$ cat src/rtl/uart_tx_port_pkg.sv
// Shared definitions for uart_tx_port: bus widths, register offsets,
// STATUS bit indices and transmit FSM state encodings.
package uart_tx_port_pkg;

  localparam int DATA_W = 32;
  localparam int ADDR_W = 32;

  localparam logic [1:0] UartTxDataAddr = 2'd0;
  localparam logic [1:0] UartStatusAddr = 2'd1;
  localparam logic [1:0] UartBaudAddr   = 2'd2;
  localparam logic [1:0] UartCtrlAddr   = 2'd3;

  localparam int STAT_BUSY    = 0;
  localparam int STAT_FULL    = 1;
  localparam int STAT_EMPTY   = 2;
  localparam int STAT_OVF     = 3;
  localparam int STAT_CNT_LSB = 8;
  localparam int STAT_CNT_W   = 5;

  typedef enum logic [1:0] {
    ST_IDLE  = 2'd0,
    ST_START = 2'd1,
    ST_DATA  = 2'd2,
    ST_STOP  = 2'd3
  } tx_state_e;

endpackage

$ cat src/rtl/uart_tx_fifo.sv
// Synchronous byte FIFO with a read-first (combinational) head; pointers
// carry one extra wrap bit so full and empty are distinguishable.
module uart_tx_fifo #(
  parameter int DEPTH = 16
) (
  input  logic                     clk,
  input  logic                     rst,
  input  logic                     push,
  input  logic                     pop,
  input  logic [7:0]               din,
  output logic [7:0]               dout,
  output logic [$clog2(DEPTH):0]   count,
  output logic                     full,
  output logic                     empty
);

  localparam int PTR_W = $clog2(DEPTH) + 1;

  logic [7:0]       r_mem [DEPTH];
  logic [PTR_W-1:0] r_wr_ptr;
  logic [PTR_W-1:0] r_rd_ptr;
  logic             w_push_ok;
  logic             w_pop_ok;

  assign count     = r_wr_ptr - r_rd_ptr;
  assign full      = (count == PTR_W'(DEPTH));
  assign empty     = (count == '0);
  assign w_push_ok = push & ~full;
  assign w_pop_ok  = pop & ~empty;
  assign dout      = r_mem[r_rd_ptr[PTR_W-2:0]];

  always_ff @(posedge clk) begin
    if (rst) begin
      r_wr_ptr <= '0;
      r_rd_ptr <= '0;
    end else begin
      if (w_push_ok) r_wr_ptr <= r_wr_ptr + 1'b1;
      if (w_pop_ok)  r_rd_ptr <= r_rd_ptr + 1'b1;
    end
  end

  always_ff @(posedge clk) begin
    if (w_push_ok) r_mem[r_wr_ptr[PTR_W-2:0]] <= din;
  end

endmodule

$ cat src/rtl/uart_tx_port.sv
// Memory-mapped 8N1 UART transmitter: TX FIFO, STATUS, BAUDDIV and CTRL registers.
// Optional interrupt output and CTRL register enabled by defining UART_TX_IRQ_EN.
module uart_tx_port
  import uart_tx_port_pkg::*;
#(
  parameter int          FIFO_DEPTH  = 16,
  parameter logic [15:0] DEFAULT_DIV = 16'd434
) (
  input  logic              clk,
  input  logic              rst,
  input  logic              ce,
  input  logic              we,
  input  logic [ADDR_W-1:0] addr,
  input  logic [3:0]        sel,
  input  logic [DATA_W-1:0] data_in,
  output logic [DATA_W-1:0] data_out,
  output logic              tx
`ifdef UART_TX_IRQ_EN
  ,
  output logic              irq
`endif
);

  localparam int CNT_W = $clog2(FIFO_DEPTH) + 1;

  tx_state_e          r_state, w_state_n;
  logic [15:0]        r_baud;
  logic [15:0]        r_bit_cnt, w_bit_cnt_n;
  logic [2:0]         r_bit_idx, w_bit_idx_n;
  logic [7:0]         r_shift, w_shift_n;
  logic               r_tx, w_tx_n;
  logic               r_ovf;
  logic               w_pop;

  logic [7:0]         w_fifo_dout;
  logic [CNT_W-1:0]   w_count;
  logic               w_full;
  logic               w_empty;

  logic               w_wr;
  logic               w_rd;
  logic [1:0]         w_reg;
  logic               w_push_req;
  logic               w_ovf_clr;
  logic               w_baud_wr;
  logic [15:0]        w_div;
  logic               w_tick;
  logic [DATA_W-1:0]  w_status;
  logic               w_unused;

  assign w_wr       = ce & we;
  assign w_rd       = ce & ~we;
  assign w_reg      = addr[3:2];
  assign w_push_req = w_wr & (w_reg == UartTxDataAddr) & sel[0];
  assign w_ovf_clr  = w_wr & (w_reg == UartStatusAddr) & sel[0] & data_in[STAT_OVF];
  assign w_baud_wr  = w_wr & (w_reg == UartBaudAddr) & (sel[1:0] == 2'b11);
  assign w_unused   = ^{addr[ADDR_W-1:4], addr[1:0], sel[3:2], data_in[DATA_W-1:16]};

  uart_tx_fifo #(.DEPTH(FIFO_DEPTH)) u_fifo (
    .clk   (clk),
    .rst   (rst),
    .push  (w_push_req),
    .pop   (w_pop),
    .din   (data_in[7:0]),
    .dout  (w_fifo_dout),
    .count (w_count),
    .full  (w_full),
    .empty (w_empty)
  );

  // Overflow set beats a same-edge W1C clear.
  always_ff @(posedge clk) begin
    if (rst) begin
      r_baud <= DEFAULT_DIV;
      r_ovf  <= 1'b0;
    end else begin
      if (w_baud_wr) r_baud <= data_in[15:0];
      if (w_push_req && w_full) r_ovf <= 1'b1;
      else if (w_ovf_clr)       r_ovf <= 1'b0;
    end
  end

  // Bit timer reloads from BAUDDIV at every bit boundary.
  assign w_div  = (r_baud == 16'd0) ? 16'd1 : r_baud;
  assign w_tick = (r_bit_cnt == 16'd0);

  always_ff @(posedge clk) begin
    if (rst) begin
      r_state   <= ST_IDLE;
      r_bit_cnt <= '0;
      r_bit_idx <= '0;
      r_shift   <= '0;
      r_tx      <= 1'b1;
    end else begin
      r_state   <= w_state_n;
      r_bit_cnt <= w_bit_cnt_n;
      r_bit_idx <= w_bit_idx_n;
      r_shift   <= w_shift_n;
      r_tx      <= w_tx_n;
    end
  end

  always_comb begin
    w_state_n   = r_state;
    w_bit_cnt_n = r_bit_cnt;
    w_bit_idx_n = r_bit_idx;
    w_shift_n   = r_shift;
    w_tx_n      = r_tx;
    w_pop       = 1'b0;
    case (r_state)
      ST_IDLE: begin
        w_tx_n = 1'b1;
        if (!w_empty) begin
          w_pop       = 1'b1;
          w_shift_n   = w_fifo_dout;
          w_bit_cnt_n = w_div - 16'd1;
          w_state_n   = ST_START;
          w_tx_n      = 1'b0;
        end
      end
      ST_START: begin
        if (w_tick) begin
          w_state_n   = ST_DATA;
          w_bit_idx_n = 3'd0;
          w_bit_cnt_n = w_div - 16'd1;
          w_tx_n      = r_shift[0];
        end else begin
          w_bit_cnt_n = r_bit_cnt - 16'd1;
        end
      end
      ST_DATA: begin
        if (w_tick) begin
          w_bit_cnt_n = w_div - 16'd1;
          if (r_bit_idx == 3'd7) begin
            w_state_n = ST_STOP;
            w_tx_n    = 1'b1;
          end else begin
            w_bit_idx_n = r_bit_idx + 3'd1;
            w_shift_n   = r_shift >> 1;
            w_tx_n      = r_shift[1];
          end
        end else begin
          w_bit_cnt_n = r_bit_cnt - 16'd1;
        end
      end
      ST_STOP: begin
        if (w_tick) begin
          if (!w_empty) begin
            w_pop       = 1'b1;
            w_shift_n   = w_fifo_dout;
            w_bit_cnt_n = w_div - 16'd1;
            w_state_n   = ST_START;
            w_tx_n      = 1'b0;
          end else begin
            w_state_n = ST_IDLE;
            w_tx_n    = 1'b1;
          end
        end else begin
          w_bit_cnt_n = r_bit_cnt - 16'd1;
        end
      end
      default: begin
        w_state_n = ST_IDLE;
        w_tx_n    = 1'b1;
      end
    endcase
  end

  assign tx = r_tx;

  always_comb begin
    w_status                                = '0;
    w_status[STAT_BUSY]                     = (r_state != ST_IDLE);
    w_status[STAT_FULL]                     = w_full;
    w_status[STAT_EMPTY]                    = w_empty;
    w_status[STAT_OVF]                      = r_ovf;
    w_status[STAT_CNT_LSB +: STAT_CNT_W]    = STAT_CNT_W'(w_count);
  end

`ifdef UART_TX_IRQ_EN
  logic r_ctrl_ie;
  logic r_irq;

  always_ff @(posedge clk) begin
    if (rst) begin
      r_ctrl_ie <= 1'b0;
      r_irq     <= 1'b0;
    end else begin
      if (w_wr && (w_reg == UartCtrlAddr) && sel[0]) r_ctrl_ie <= data_in[0];
      r_irq <= r_ctrl_ie & w_empty & (r_state == ST_IDLE);
    end
  end

  assign irq = r_irq;
`endif

  always_comb begin
    data_out = '0;
    if (w_rd) begin
      case (w_reg)
        UartStatusAddr: data_out = w_status;
        UartBaudAddr:   data_out = {{(DATA_W-16){1'b0}}, r_baud};
`ifdef UART_TX_IRQ_EN
        UartCtrlAddr:   data_out = {{(DATA_W-1){1'b0}}, r_ctrl_ie};
`endif
        default:        data_out = '0;
      endcase
    end
  end

endmodule

$ cat config.mk
export PLATFORM = sky130hd
export DESIGN_NAME = uart_tx_port
export DESIGN_NICKNAME = d
export VERILOG_FILES = /design/src/rtl/uart_tx_port_pkg.sv /design/src/rtl/uart_tx_fifo.sv /design/src/rtl/uart_tx_port.sv
export SDC_FILE = /design/constraint.sdc
export NUM_CORES = 1
export LEC_CHECK = 0
export BUFFER_PORTS_ARGS = -buffer_cell sky130_fd_sc_hd__buf_2
export CORE_ASPECT_RATIO = 1.1
export CORE_MARGIN = 5
export CORE_UTILIZATION = 41
export DETAILED_ROUTE_END_ITERATION = 7
export PLACE_DENSITY_LB_ADDON = 0.25
export SYNTH_ARGS = -nofsm -noshare
export SYNTH_HDL_FRONTEND = slang
export SYNTH_SLANG_ARGS = --single-unit
$ cat constraint.sdc
create_clock -name clk -period 8.15 [get_ports clk]
set_clock_uncertainty 0.2 [all_clocks]
set_input_delay 0.4075 -clock clk [delete_from_list [all_inputs] [get_ports clk]]
set_output_delay 0.4075 -clock clk [all_outputs]
set_load 0.03 [all_outputs]
* Yosys cells after proc, flatten, opt, wreduce, memory -nomap -nowiden
Memories as Yosys holds them, arrays and structs flattened. A register that Yosys moved wholly into a read port is not among the register bits.
Index checks and enable logic that the tools add are counted.
Widths: inputs -> output; s select.
** Operators by class
- Add/subtract/negate cells :: 6
- Equality and inequality tests :: 14
- Multiplexer cells :: 38
- Bitwise gates (word level) :: 14
- Reductions and logical operators :: 15
** Operator list (number)
- $mux 16 :: 5
- $pmux 16 s3 :: 1
- $logic_not 16->1 :: 2
- $mux 8 :: 4
- $pmux 16 s2 :: 1
- $sub 16x1->16 const B :: 2
- $pmux 8 s3 :: 1
- $mux 1 :: 12
- $ne 2x2->1 const B :: 6
- $and 1x1->1 :: 11
- $add 5x1->5 const B :: 2
- $mux 2 :: 5
- $mux 3 :: 3
- $eq 2x2->1 const B :: 4
- $mux 4 :: 2
- $pmux 2 s4 :: 1
- $reduce_and 4->1 :: 2
- $pmux 3 s2 :: 1
- $reduce_bool 2->1 :: 3
- $eq 5x5->1 const B :: 1
- $logic_not 5->1 :: 1
- $reduce_and 5->1 :: 1
- $sub 5x5->5 :: 1
- $eq 2x1->1 const B :: 2
- 10 further kinds :: 13
** Storage, ports and cells
- Register bits :: 57
- Memory bits (writable) :: 128
- Input port bits :: 72
- Output and inout port bits :: 33
- Memories kept :: 1
** Memories
- u_fifo.r_mem :: words 16, bits a word 8, read ports 1, clocked after memory_dff 1, wr ports 1, line uart_tx_fifo.sv:19 : logic [7:0] r_mem [DEPTH];

* Depth between registers and ports, before layout
- Depth in word-level cells :: 8
- Mapped depth :: 11
- Mapped depth without buffers :: 10

* By module
Synthesis repeated with hierarchy kept, for this count alone.
** Unflattened totals
- Cells, all modules :: 763
- Area total of the unflattened synthesis :: 9426.5 um^2
** By module, submodules not included
- uart_tx_fifo :: times used 1, cells an instance 289, area each 5763.0 um^2, sequential area each 4124.0 um^2
- uart_tx_port :: times used 1, cells an instance 474, area each 3663.5 um^2, sequential area each 940.9 um^2

* Least setup slack after synthesis
No wires, ideal clock.
- Path kind :: reg2reg
- Start :: register u_fifo.r_wr_ptr[0]
- End :: memory u_fifo.r_mem[10][0] (enable)
- Arrival :: 2.761 ns
- Path slack :: 4.857 ns
- Stages on the path, launching flop included :: 11
- Buffers on the path :: 2
- Period minus slack after synthesis :: 3.293 ns
- Path through :: dfxtp_1 > inv_1 > ha_1 > fa_1 > xnor2_1 > a211oi_1 > or2_2 > clkbuf_1 > a21oi_1 > clkbuf_1 > and3_1
** Between the ends
- Word-level cells in the longest chain between the ends :: 6
** Ends and longest elaborated chain
- from (decl) :: line uart_tx_fifo.sv:20 : logic [PTR_W-1:0] r_wr_ptr;
- from (signal assigned) :: line uart_tx_fifo.sv:37 : if (w_push_ok) r_wr_ptr <= r_wr_ptr + 1'b1;
- $sub 5x5->5 :: line uart_tx_fifo.sv:25 : assign count = r_wr_ptr - r_rd_ptr;
- $eq 5x5->1 :: line uart_tx_fifo.sv:26 : assign full = (count == PTR_W'(DEPTH));
- $not 1->1 :: line uart_tx_fifo.sv:28 : assign w_push_ok = push & ~full;
- $and 1x1->1 :: line uart_tx_fifo.sv:28
- $mux 1 :: line uart_tx_fifo.sv:43 : if (w_push_ok) r_mem[r_wr_ptr[PTR_W-2:0]] <= din;
- $mux 1 (not written as such) :: line uart_tx_fifo.sv:43
- to (decl) :: line uart_tx_fifo.sv:19
Parallel ways exist; a longest one is shown, timed or not.

* Worst setup path after layout
- Start :: register u_fifo.r_wr_ptr[0]
- End :: memory u_fifo.r_mem[2][5] (enable)
The elaborated chain is that of the path after synthesis.

==> flow_summary.json <==
{
  "synth-seq-cells": 189,
  "crit_required_ns": 8.03,
  "clkLatencyLatePin_ns": 0.43,
  "syn_to_final_growth_pct": 10.5,
  "overflow": 0,
  "numPortBuffers": 40,
  "peakVddDrop_v": 0.000145,
  "clk_pin_slew_ns": 0.07,
  "cp.arrival_ns": 4.02,
  "finalWeightedCongestion": 0.871,
  "synth_top_family_by_area": "simple AND/OR/NAND/NOR gates",
  "whs_endpoint": "r_baud[11]",
  "nets": 918,
  "hpwl_um": 15300,
  "yosysWarnings": 0,
  "die_area_mm2": 0.0256,
  "viasPerCell": 5.57,
  "synth_compound_area_frac": 0.113,
  "whs_path_depth": 3,
  "setup_viol": 0,
  "leakage_nw": 3.66,
  "cts_buffers": 17,
  "yosysSeqAreaShare": 0.549,
  "clockBufferDepth": 2,
  "place_inst": 1098,
  "finalCritPeriodShare": 0.508,
  "synth_edf_count": 128,
  "root_buffer": "clkbuf_16",
  "rr_worst_depth": 8,
  "grt.total_usage": 0.173,
  "synth_top_area_frac": 0.416,
  "yosys.area.top_type": "edfxtp_1",
  "min_from": "data_in[11]",
  "core_mm2": 0.0221,
  "first_pass_iters": 5,
  "drive_gt1_frac": 0.155,
  "synthAdderAreaFrac": 0.0293,
  "crit_path_start_kind": "flop",
  "muxShareOfSynthArea": 0.103,
  "htreeDepth": 4,
  "drv_cap": 0,
  "cts-hold-fix-buffers": 3,
  "initial_utilization": 0.418,
  "synthSimpleGateAreaFrac": 0.135,
  "die_h_um": 167,
  "synth_flop_cell": "edfxtp_1",
  "crit_type": "flop to flop",
  "grt_pass1_wl_um": 34900,
  "cts_tree": "built",
  "nFillCells": 2071,
  "synth-xor-area-share": 0.0285,
  "ys_top_cells_by_area": "edfxtp_1 (42%), dfxtp_1 (13%), mux4_2 (5.9%), nand2_1 (3.0%), nor2_1 (3.0%)",
  "fp.dieW_um": 153,
  "rr_endpoint": "u_fifo.r_mem[2][5]",
  "reg2reg_from": "u_fifo.r_wr_ptr[0]",
  "max_slew.worst_pin.slew_ns": 1.05,
  "grt_max_degree": 44,
  "post-place-ws_ns": 3.98,
  "post_cts_buffers": 0,
  "postSynth.asyncResetShare": 0,
  "synth.avg_cell_area_um2": 11.5,
  "final_cells": 1132,
  "post_drt_wl_per_cell_um": 19.8,
  "path_max_fanout": 15,
  "antenna_found_initial": 0,
  "num_antenna_cells": 0,
  "netlist_area_mm2": 0.00923,
  "synth_cell_type_count": 67,
  "fmax_mhz": 241,
  "drcViolationCount": 0,
  "slew_viol_final": 0,
  "final_area_mm2": 0.0102,
  "p_per_area_mw_per_mm2": 316,
  "worst_slack_ns": 4.01,
  "multi_input_comb_area_mm2": 0.00383,
  "ff2ff_setup_slack_ns": 4.01,
  "max_slew_margin": 0.301,
  "grt_pass1_vias": 6178,
  "end_kind": "flop",
  "clkSinkCount": 189,
  "io_pins": 105,
  "hold_viol_final": 0,
  "power_mw": 3.22,
  "num_vias": 6307,
  "seqCellArea_mm2": 0.00507,
  "finalWirelength_um": 22400,
  "status": "complete, no violations",
  "cts_resized": 0,
  "hold_path_class": "primary input to flop",
  "rsz0062_at_grt": "no",
  "fin_setup_tns_ns": 0,
  "placed_area_mm2": 0.00960,
  "min_period_ns": 4.14,
  "rows": 57,
  "ant_nets": 0,
  "syn_inst": 803,
  "first_iter_violations": 421
}
==> critical path: stages (launching register included) <==
cell and delay, ns:
dfxtp_1 0.43, inv_1 0.12, ha_1 0.23, fa_1 0.47
xnor2_1 0.31, a211oi_1 0.10, or2_2 0.46, a21oi_1 0.88
and3_1 0.59
==> worst max path at each step <==
stage                             startpoint             endpoint  cells past startpoint  slack [ns]
final                     u_fifo.r_wr_ptr[0]   u_fifo.r_mem[2][5]                      8        4.01
after global routing      u_fifo.r_wr_ptr[0]   u_fifo.r_mem[2][5]                      8        3.71
after CTS                 u_fifo.r_wr_ptr[0]   u_fifo.r_mem[2][5]                      8        3.97
after detailed placement  u_fifo.r_wr_ptr[0]   u_fifo.r_mem[2][3]                      8        3.98
after global placement    u_fifo.r_wr_ptr[0]   u_fifo.r_mem[0][3]                      8        4.12
after floorplan           u_fifo.r_wr_ptr[0]  u_fifo.r_mem[10][0]                     10        4.86
==> layout by cell type (no fill, tap or decap), drive strengths merged, types with 4 or more instances in the layout <==
master,count
o31ai,9
o211ai,9
conb,16
or3,5
o22ai,8
xnor2,18
nor3,14
or4,6
o32ai,7
dfxtp,61
ha,20
nand2,74
a21oi,43
mux4,24
nand3,20
o21ai,27
a211oi,8
xor2,12
o221ai,5
clkinv,5
nand2b,4
edfxtp,128
or2,4
clkbuf,17
a22oi,9
nor2,73
a31oi,8
buf,46
a21o,9
mux2,16
inv,31
and3,16
nor4,11
and2,17
mux2i,23
==> stage by stage <==
stage	hold WS, ns	utilization
finish	0.0248	0.461
global route	0.0181	0.461
CTS	0.00693	0.461
detailed placement	0.253	0.434
global placement	0.248	0.434
floorplan	0.239	-
==> power by group <==
part	switching, mW	total, mW	internal (mW)
clock network	0.388	0.820	0.432
logic	0.778	1.26	0.482
registers	0.0619	1.14	1.08
total	1.23	3.22	2.00
==> area by class of cell <==
cell class	count	area share
Multi-Input combinational cell	544	0.375
Clock inverter	14	0.0142
Clock buffer	17	0.0417
Sequential cell	189	0.497
Timing Repair Buffer	49	0.0270
Tap cell	295	0.0362
Inverter	24	0.00883
==> layer usage <==
| metal | global-route usage | wire, µm | share of wire |
|---|---|---|---|
| met1 | 0.227 | 9610 | 0.43 |
| met2 | 0.283 | 11000 | 0.49 |
| met3 | 0.0320 | 1010 | 0.045 |
| met4 | 0.0721 | 743 | 0.033 |
| met5 | 0 | 0 | 0 |
==> cells by family (layout without fill, tap and decap cells) <==
group | after synthesis | count (layout)
adder cells (fa/ha/maj) | 21 | 21
multiplexers | 63 | 63
AO/OA/AOI/OAI | 157 | 157
AND/OR/NAND/NOR | 257 | 257
buffers and inverters | 85 | 104
flip-flops | 189 | 189
XOR/XNOR | 30 | 30
other | 1 | 16
==> cell usage after synthesis, types with 5 or more instances <==
| cell | instances |
|---|---|
| nand3_1 | 20 |
| ha_1 | 20 |
| buf_4 | 16 |
| nor2_1 | 73 |
| edfxtp_1 | 128 |
| mux4_2 | 24 |
| o21ai_0 | 26 |
| inv_1 | 23 |
| buf_1 | 5 |
| a22oi_1 | 9 |
| a21oi_1 | 43 |
| mux2i_1 | 23 |
| xor2_1 | 12 |
| o31ai_1 | 9 |
| o211ai_1 | 8 |
| o221ai_1 | 5 |
| clkbuf_1 | 36 |
| mux2_2 | 16 |
| a211oi_1 | 7 |
| nor3_1 | 14 |
| or4_1 | 5 |
| and2_1 | 17 |
| xnor2_1 | 18 |
| a21o_1 | 9 |
| o22ai_1 | 8 |
| nor4_1 | 9 |
| dfxtp_1 | 61 |
| and3_1 | 16 |
| nand2_1 | 74 |
| a31oi_1 | 8 |
| o32ai_1 | 7 |
==> state kept, by name (all words and copies together) (netlist names), named ones only <==
register / cells
r_baud: 16
r_bit_cnt: 16
r_bit_idx: 3
r_ovf: 1
r_shift: 8
r_state: 2
tx: 1
u_fifo.r_mem: 128
u_fifo.r_rd_ptr: 5
u_fifo.r_wr_ptr: 5
(Power assumes the default switching activity.)
